===== src/rtl/muldiv_pkg.sv =====
// muldiv_pkg: shared opcode/state types and operand signedness helpers for muldiv_unit
package muldiv_pkg;
   typedef enum logic [2:0] {
      OP_MUL, OP_MULH, OP_MULHSU, OP_MULHU, OP_DIV, OP_DIVU, OP_REM, OP_REMU
   } muldiv_op_t;
   typedef enum logic [2:0] {S_IDLE, S_PREP, S_CALC, S_FIX, S_DONE} muldiv_state_t;
   localparam int ITER_COUNT = 32;
   function automatic logic is_mul(input muldiv_op_t op);
      return op inside {OP_MUL, OP_MULH, OP_MULHSU, OP_MULHU};
   endfunction
   function automatic logic is_signed_a(input muldiv_op_t op);
      return op inside {OP_MULH, OP_MULHSU, OP_DIV, OP_REM};
   endfunction
   function automatic logic is_signed_b(input muldiv_op_t op);
      return op inside {OP_MULH, OP_DIV, OP_REM};
   endfunction
endpackage


===== src/rtl/muldiv_datapath.sv =====
// muldiv_datapath: 64-bit accumulator with one shift-add multiply or restoring-divide step per cycle
module muldiv_datapath #(
   parameter int Data_Width = 32
) (
   input  logic                      clk,
   input  logic                      rst,
   input  logic                      load,
   input  logic                      step,
   input  logic                      mode,
   input  logic [Data_Width-1:0]     abs_a,
   input  logic [Data_Width-1:0]     abs_b,
   output logic [2*Data_Width-1:0]   acc
);
   localparam int W = Data_Width;
   logic [W-1:0] b_q;
   logic [W:0]   sum, r_sh, diff;
   logic         ge;
   always_comb begin
      sum  = {1'b0, acc[2*W-1:W]} + (acc[0] ? {1'b0, b_q} : '0);
      r_sh = acc[2*W-1:W-1];
      diff = r_sh - {1'b0, b_q};
      ge   = r_sh >= {1'b0, b_q};
   end
   always_ff @(posedge clk) begin
      if (rst) begin
         acc <= '0;
         b_q <= '0;
      end else if (load) begin
         acc <= {{W{1'b0}}, abs_a};
         b_q <= abs_b;
      end else if (step) begin
         acc <= mode ? {sum, acc[W-1:1]}
              : ge   ? {diff[W-1:0], acc[W-2:0], 1'b1}
              :        {r_sh[W-1:0], acc[W-2:0], 1'b0};
      end
   end
endmodule


===== src/rtl/muldiv_unit.sv =====
// muldiv_unit: iterative RV32M multiply/divide unit; MULDIV_FAST_ZERO_EN enables the zero-operand shortcut
module muldiv_unit
   import muldiv_pkg::*;
#(
   parameter int Data_Width    = 32,
   parameter int Address_Width = 5,
   parameter int Iter_Count    = ITER_COUNT
) (
   input  logic                     clk,
   input  logic                     rst,
   input  logic                     start,
   input  logic [2:0]               op,
   input  logic [Data_Width-1:0]    src_a,
   input  logic [Data_Width-1:0]    src_b,
   input  logic [Address_Width-1:0] rd_in,
   output logic                     busy,
   output logic                     done,
   output logic                     wr_en,
   output logic [Data_Width-1:0]    result,
   output logic [Address_Width-1:0] rd_out
);
   localparam int W = Data_Width;
   muldiv_state_t state, state_n;
   muldiv_op_t op_q;
   logic [W-1:0] a_q, b_q, abs_a, abs_b, fix_val, fast_val;
   logic [Address_Width-1:0] rd_q;
   logic [5:0] cnt;
   logic [2*W-1:0] acc, prod;
   logic sa, sb, neg_q, neg_r, fast;
   muldiv_datapath #(.Data_Width(W)) u_dp (
      .clk(clk),
      .rst(rst),
      .load(state == S_PREP),
      .step(state == S_CALC),
      .mode(is_mul(op_q)),
      .abs_a(abs_a),
      .abs_b(abs_b),
      .acc(acc)
   );
   always_comb begin
      sa       = is_signed_a(op_q) && a_q[W-1];
      sb       = is_signed_b(op_q) && b_q[W-1];
      abs_a    = sa ? -a_q : a_q;
      abs_b    = sb ? -b_q : b_q;
      prod     = neg_q ? -acc : acc;
      fix_val  = is_mul(op_q) ? (op_q == OP_MUL ? prod[W-1:0] : prod[2*W-1:W])
               : op_q inside {OP_DIV, OP_DIVU} ? (b_q == '0 ? '1 : neg_q ? -acc[W-1:0] : acc[W-1:0])
               : (neg_r ? -acc[2*W-1:W] : acc[2*W-1:W]);
      fast_val = is_mul(op_q) ? '0 : op_q inside {OP_DIV, OP_DIVU} ? '1 : a_q;
`ifdef MULDIV_FAST_ZERO_EN
      fast     = b_q == '0 || (is_mul(op_q) && a_q == '0);
`else
      fast     = 1'b0;
`endif
   end
   always_ff @(posedge clk) begin
      if (rst) state <= S_IDLE;
      else     state <= state_n;
   end
   always_comb begin
      state_n = state;
      case (state)
         S_IDLE:  state_n = start ? S_PREP : S_IDLE;
         S_PREP:  state_n = fast ? S_DONE : S_CALC;
         S_CALC:  state_n = (cnt == 6'(Iter_Count - 1)) ? S_FIX : S_CALC;
         S_FIX:   state_n = S_DONE;
         default: state_n = S_IDLE;
      endcase
   end
   always_comb begin
      busy   = state != S_IDLE;
      done   = state == S_DONE;
      wr_en  = done && rd_q != '0;
      rd_out = rd_q;
   end
   always_ff @(posedge clk) begin
      if (rst) begin
         op_q   <= OP_MUL;
         a_q    <= '0;
         b_q    <= '0;
         rd_q   <= '0;
         cnt    <= '0;
         neg_q  <= 1'b0;
         neg_r  <= 1'b0;
         result <= '0;
      end else begin
         if (state == S_IDLE && start) begin
            op_q <= muldiv_op_t'(op);
            a_q  <= src_a;
            b_q  <= src_b;
            rd_q <= rd_in;
         end
         if (state == S_PREP) begin
            cnt   <= '0;
            neg_q <= sa ^ sb;
            neg_r <= sa;
         end
         if (state == S_CALC) cnt <= cnt + 6'd1;
         if (state == S_PREP && fast) result <= fast_val;
         if (state == S_FIX) result <= fix_val;
      end
   end
endmodule


===== config.mk =====
export PLATFORM = sky130hd
export DESIGN_NAME = muldiv_unit
export DESIGN_NICKNAME = d
export VERILOG_FILES = /design/src/rtl/muldiv_pkg.sv /design/src/rtl/muldiv_datapath.sv /design/src/rtl/muldiv_unit.sv
export SDC_FILE = /design/constraint.sdc
export NUM_CORES = 1
export LEC_CHECK = 0
export CAP_MARGIN = 20
export CORE_ASPECT_RATIO = 1.75
export CORE_UTILIZATION = 40
export DETAILED_ROUTE_END_ITERATION = 8
export SYNTH_ARGS = -nofsm -noshare
export SYNTH_HDL_FRONTEND = slang
export SYNTH_SLANG_ARGS = --single-unit

===== constraint.sdc =====
create_clock -name clk -period 3.7 [get_ports clk]
set_input_delay 0.74 -clock clk [delete_from_list [all_inputs] [get_ports clk]]
set_output_delay 0.74 -clock clk [all_outputs]
set_load 0.01 [all_outputs]

==> out/metrics.sh <==
FF2FF_SETUP_SLACK_NS=0.29
GP_ROUTABILITY_CONGESTION=0.960
CTS_POST_SETUP_BUFFERS_INSERTED=0
POSTSYNTHREGISTERBITS=211
DETAIL-ROUTE-ANTENNA-NETS=0
DETAIL_ROUTE.WIRELENGTH.MET1_UM=23100
POST-ROUTE-PERIOD-UTIL_PCT=92.1
FIRST_ITER_VIOLATIONS=1134
SYNTH-ASYNC-RESET-RATIO_PCT=0
CRITPATHARRIVALTIME_NS=3.87
ROUTEDWLPERCELL_UM=20.5
WORST_SETUP_HOLD_PATH_CLK_SLEW_NS=0.07
VIA_PER_INST=5.86
MOSTFREQUENTLAYOUTCELLS='nand2_1 (304), a21oi_1 (221), nor2_1 (218)'
GRT_PASS1_VIAS=16000
DATA_REQUIRED_TIME_AT_THE_WORST_ENDPOINT_NS=4.16
TIGHTESTPINTRANSITION_NS=1.02
CP_NUM_BUF_INV=1
PLACEMENT.IO_BUFFERS=114
DPL_CELL_AREA_UM2=18300
DIE_X_UM=155
RSZ_0062_RAISED_AFTER_GLOBAL_ROUTING='no'
MET2_WIRELENGTH_UM=29100
CRIT_PATH_CAPTURE_TYPE='register'
TRITONCTS='built'
TIMING.CRITICAL_PATH.MAX_DELAY_FAMILY='simple AND/OR/NAND/NOR gates'
FINALNETCOUNT=2445
SYNTH_EDF_COUNT=0
SYNTH.NET_COUNT=2394
POST-ROUTE-DRC-COUNT=0
RELSLEWSLACK_PCT=31.5
SYN_AVG_CELL_AREA_UM2=7.29
CRITPATHKIND='reg -> reg'
CTS-ROOT-BUF='clkbuf_16'
HOLD_PATH_CLASS='reg -> reg'
PIN_COUNT=115
CRITICAL_PATH.STARTPOINT_TYPE='register'
WL_MET3_UM=2810
CRITICAL-PATH-TOP-CELL-BY-COUNT='a211oi_1'
NETLIST_INSTANCES=2248
FIRST_PASS_GRT_WIRE_LENGTH_UM=90700
YS_TYPES=86
DETAILEDPLACEMENTHPWL_UM=44900
LAYOUT_COMMONEST_CELL='nand2_1'
LAYOUT_MIN_CYCLE_TIME_NS=3.41
FINCLKSKEW_NS=0.0236
GRT_ANTENNA_BEFORE_REPAIR=0
DRV.MAX_CAP_VIOLATION_COUNT=0
ANTENNA_CELLS=0
DIE-AREA_UM2=41800
MAXSLEWVIOLCOUNT=0
LEAKAGEPOWER_nW=7.06
TOP_LAYER='met4'
SLOWEST_DELAY_NS=0.66
CLK_LATENCY_NS=0.54
MAXIMUM_NUMBER_OF_PINS_ON_ONE_NET_BEFORE_GLOBAL_ROUTE_REPAIR=80
CRIT_FANOUT=9
POSTROUTEWIRELENGTH_UM=58600
SYN_AREA_UM2=16400
FLOORPLAN_CORE_AREA_UM2=40200
POST_LAYOUT_INST_AREA_UM2=19100
SYNTHFLOPTYPE='dfxtp_1'
SYNTH.YOSYS.WARNINGS=0
POWER.DENSITY_nW_PER_UM2=406
STATUS='completed'
INITIAL_CORE_UTIL_PCT=40.8
FILL_CELLS=4148
GRT-OVFL-TOTAL=0
DETAILROUTE.VIA_COUNT=16800
CTS.HTREE.LEVELS=1
TRITONCTS_NUM_SINKS=211
FP.DIEH_UM=270
HOLD_VIOLATIONS=0
GRT_USAGE_PCT=27.6
PLACEMENTROWS=97
DRIVE_ABOVE_1_SHARE_PCT=8.08
TIMING.CRITICAL_PATH.SLOWEST_STAGE_CELL='or4_1'
SYNTH_SEQUENTIAL_AREA_RATIO_PCT=25.8
PEAKVDDDROP_mV=0.349
SETUP_VIOL=0
AREA.GROWTH.SYNTH_TO_FINAL_PCT=16.3
WORSTPATHCELLLIST='or4_4 -> nand4b_4 -> or3_4 -> or4_1 -> buf_4 -> nor4_4 -> o22ai_1 -> a211oi_1 -> a21oi_1 -> a211oi_1'
CTS_INSERTED_BUFFERS=23
FMAX_MHz=293
DRT_PRE_ANTENNA_ITERS=7
CTS-ROOT-TO-SINK-BUFFERS=3
SETUP_TNS_FINAL_NS=0
stage by stage:
stage               power (W)  hold slack, ns  util, %  setup WS [ns]  std cells
floorplan             0.00433           0.432        -          0.493       2248
global placement      0.00521           0.441     45.4          0.262       2816
detailed placement    0.00523           0.445     45.4          0.235       2818
CTS                   0.00775           0.454     47.4          0.222       2859
global route          0.00811           0.467     47.4         0.0415       2859
finish                0.00773           0.449     47.4          0.291       2859
worst reg2reg max path, cell delays in order, from the launching register on:
cell and delay (ns):
dfxtp_1 0.38, or4_4 0.57, nand4b_4 0.20, or3_4 0.43, or4_1 0.66, buf_4 0.28, nor4_4 0.14, o22ai_1 0.11
a211oi_1 0.26, a21oi_1 0.07, a211oi_1 0.21
final cells by class:
type | instances | area (µm²) | area share, %
Clock inverter | 15 | 191 | 1.00
Sequential cell | 211 | 4230 | 22.2
Timing Repair Buffer | 205 | 1880 | 9.89
Tap cell | 544 | 681 | 3.57
Inverter | 71 | 270 | 1.42
Clock buffer | 26 | 607 | 3.19
Multi-Input combinational cell | 1787 | 11200 | 58.7
logic make-up (layout without fill, tap and decap cells):
kind of cell    count (synthesis)  in the layout  synth area share, %
xor+xnor                      192            192                 10.3
buf+inv                       250            317                 6.05
fa+ha+maj                      71             71                 5.51
flops                         211            211                 25.8
mux                            46             46                 2.87
simple gates                  762            762                 21.4
compound gates                716            716                 28.1
state kept, by name, indices dropped and copies added (netlist names):
name,flops
a_q,32
b_q,32
cnt,6
neg_q,1
neg_r,1
op_q,3
rd_out,5
result,32
state,3
u_dp.acc,64
u_dp.b_q,32
per-layer routing:
layer,vias to the layer above,global-route usage [%]
li1,8183,-
met1,7835,31.8
met4,0,16.5
met2,584,49.1
met3,161,2.09
met5,-,0
report_power, final:
part | internal (W) | switching, W | total (W)
Clock | 0.00147 | 0.00104 | 0.00251
Combinational | 0.00102 | 0.00161 | 0.00263
Sequential | 0.00241 | 0.000190 | 0.00260
cell usage after synthesis, drive strengths merged, types with 5 or more instances:
| cell type | n | area (µm²) |
|---|---|---|
| o21a | 9 | 67.6 |
| o41ai | 11 | 115 |
| a22oi | 8 | 60.1 |
| o21bai | 12 | 90.1 |
| mux2 | 8 | 90.1 |
| o31ai | 40 | 343 |
| and3 | 8 | 50.1 |
| clkbuf | 164 | 618 |
| a311oi | 21 | 184 |
| or3 | 25 | 161 |
| nor2b | 9 | 56.3 |
| nand3 | 36 | 185 |
| o211ai | 16 | 120 |
| nor3 | 42 | 220 |
| inv | 70 | 263 |
| o221ai | 7 | 61.3 |
| buf | 15 | 106 |
| and2 | 15 | 93.8 |
| a32oi | 5 | 43.8 |
| nand2 | 307 | 1150 |
| mux2i | 38 | 380 |
| nand4 | 23 | 144 |
| xor2 | 97 | 850 |
| nor4 | 18 | 140 |
| a21oi | 221 | 1110 |
| a211oi | 107 | 803 |
| or2 | 8 | 50.1 |
| a221oi | 13 | 120 |
| dfxtp | 211 | 4220 |
| xnor2 | 95 | 832 |
| nand2b | 13 | 88.8 |
| o21ai | 155 | 780 |
| a31oi | 25 | 156 |
| a221o | 7 | 70.1 |
| nor2 | 219 | 825 |
| nand3b | 6 | 45.0 |
| a21o | 16 | 120 |
| or4 | 20 | 169 |
| o22ai | 7 | 43.8 |
| ha | 69 | 863 |
worst paths after layout:
kind               endpoint    startpoint  cells after the start
hold reg to reg   result[2]     result[2]                      2
hold / removal    result[2]     result[2]                      2
setup reg to reg  result[3]  u_dp.acc[12]                     10
setup / recovery  result[3]  u_dp.acc[12]                     10
what timing repair did:
action | CTS | global route
endpoints found under the setup margin | 0 | 1
resized for setup | 0 | 2
hold buffers | 0 | 0
Note: power is estimated with default switching activity, not from simulation.
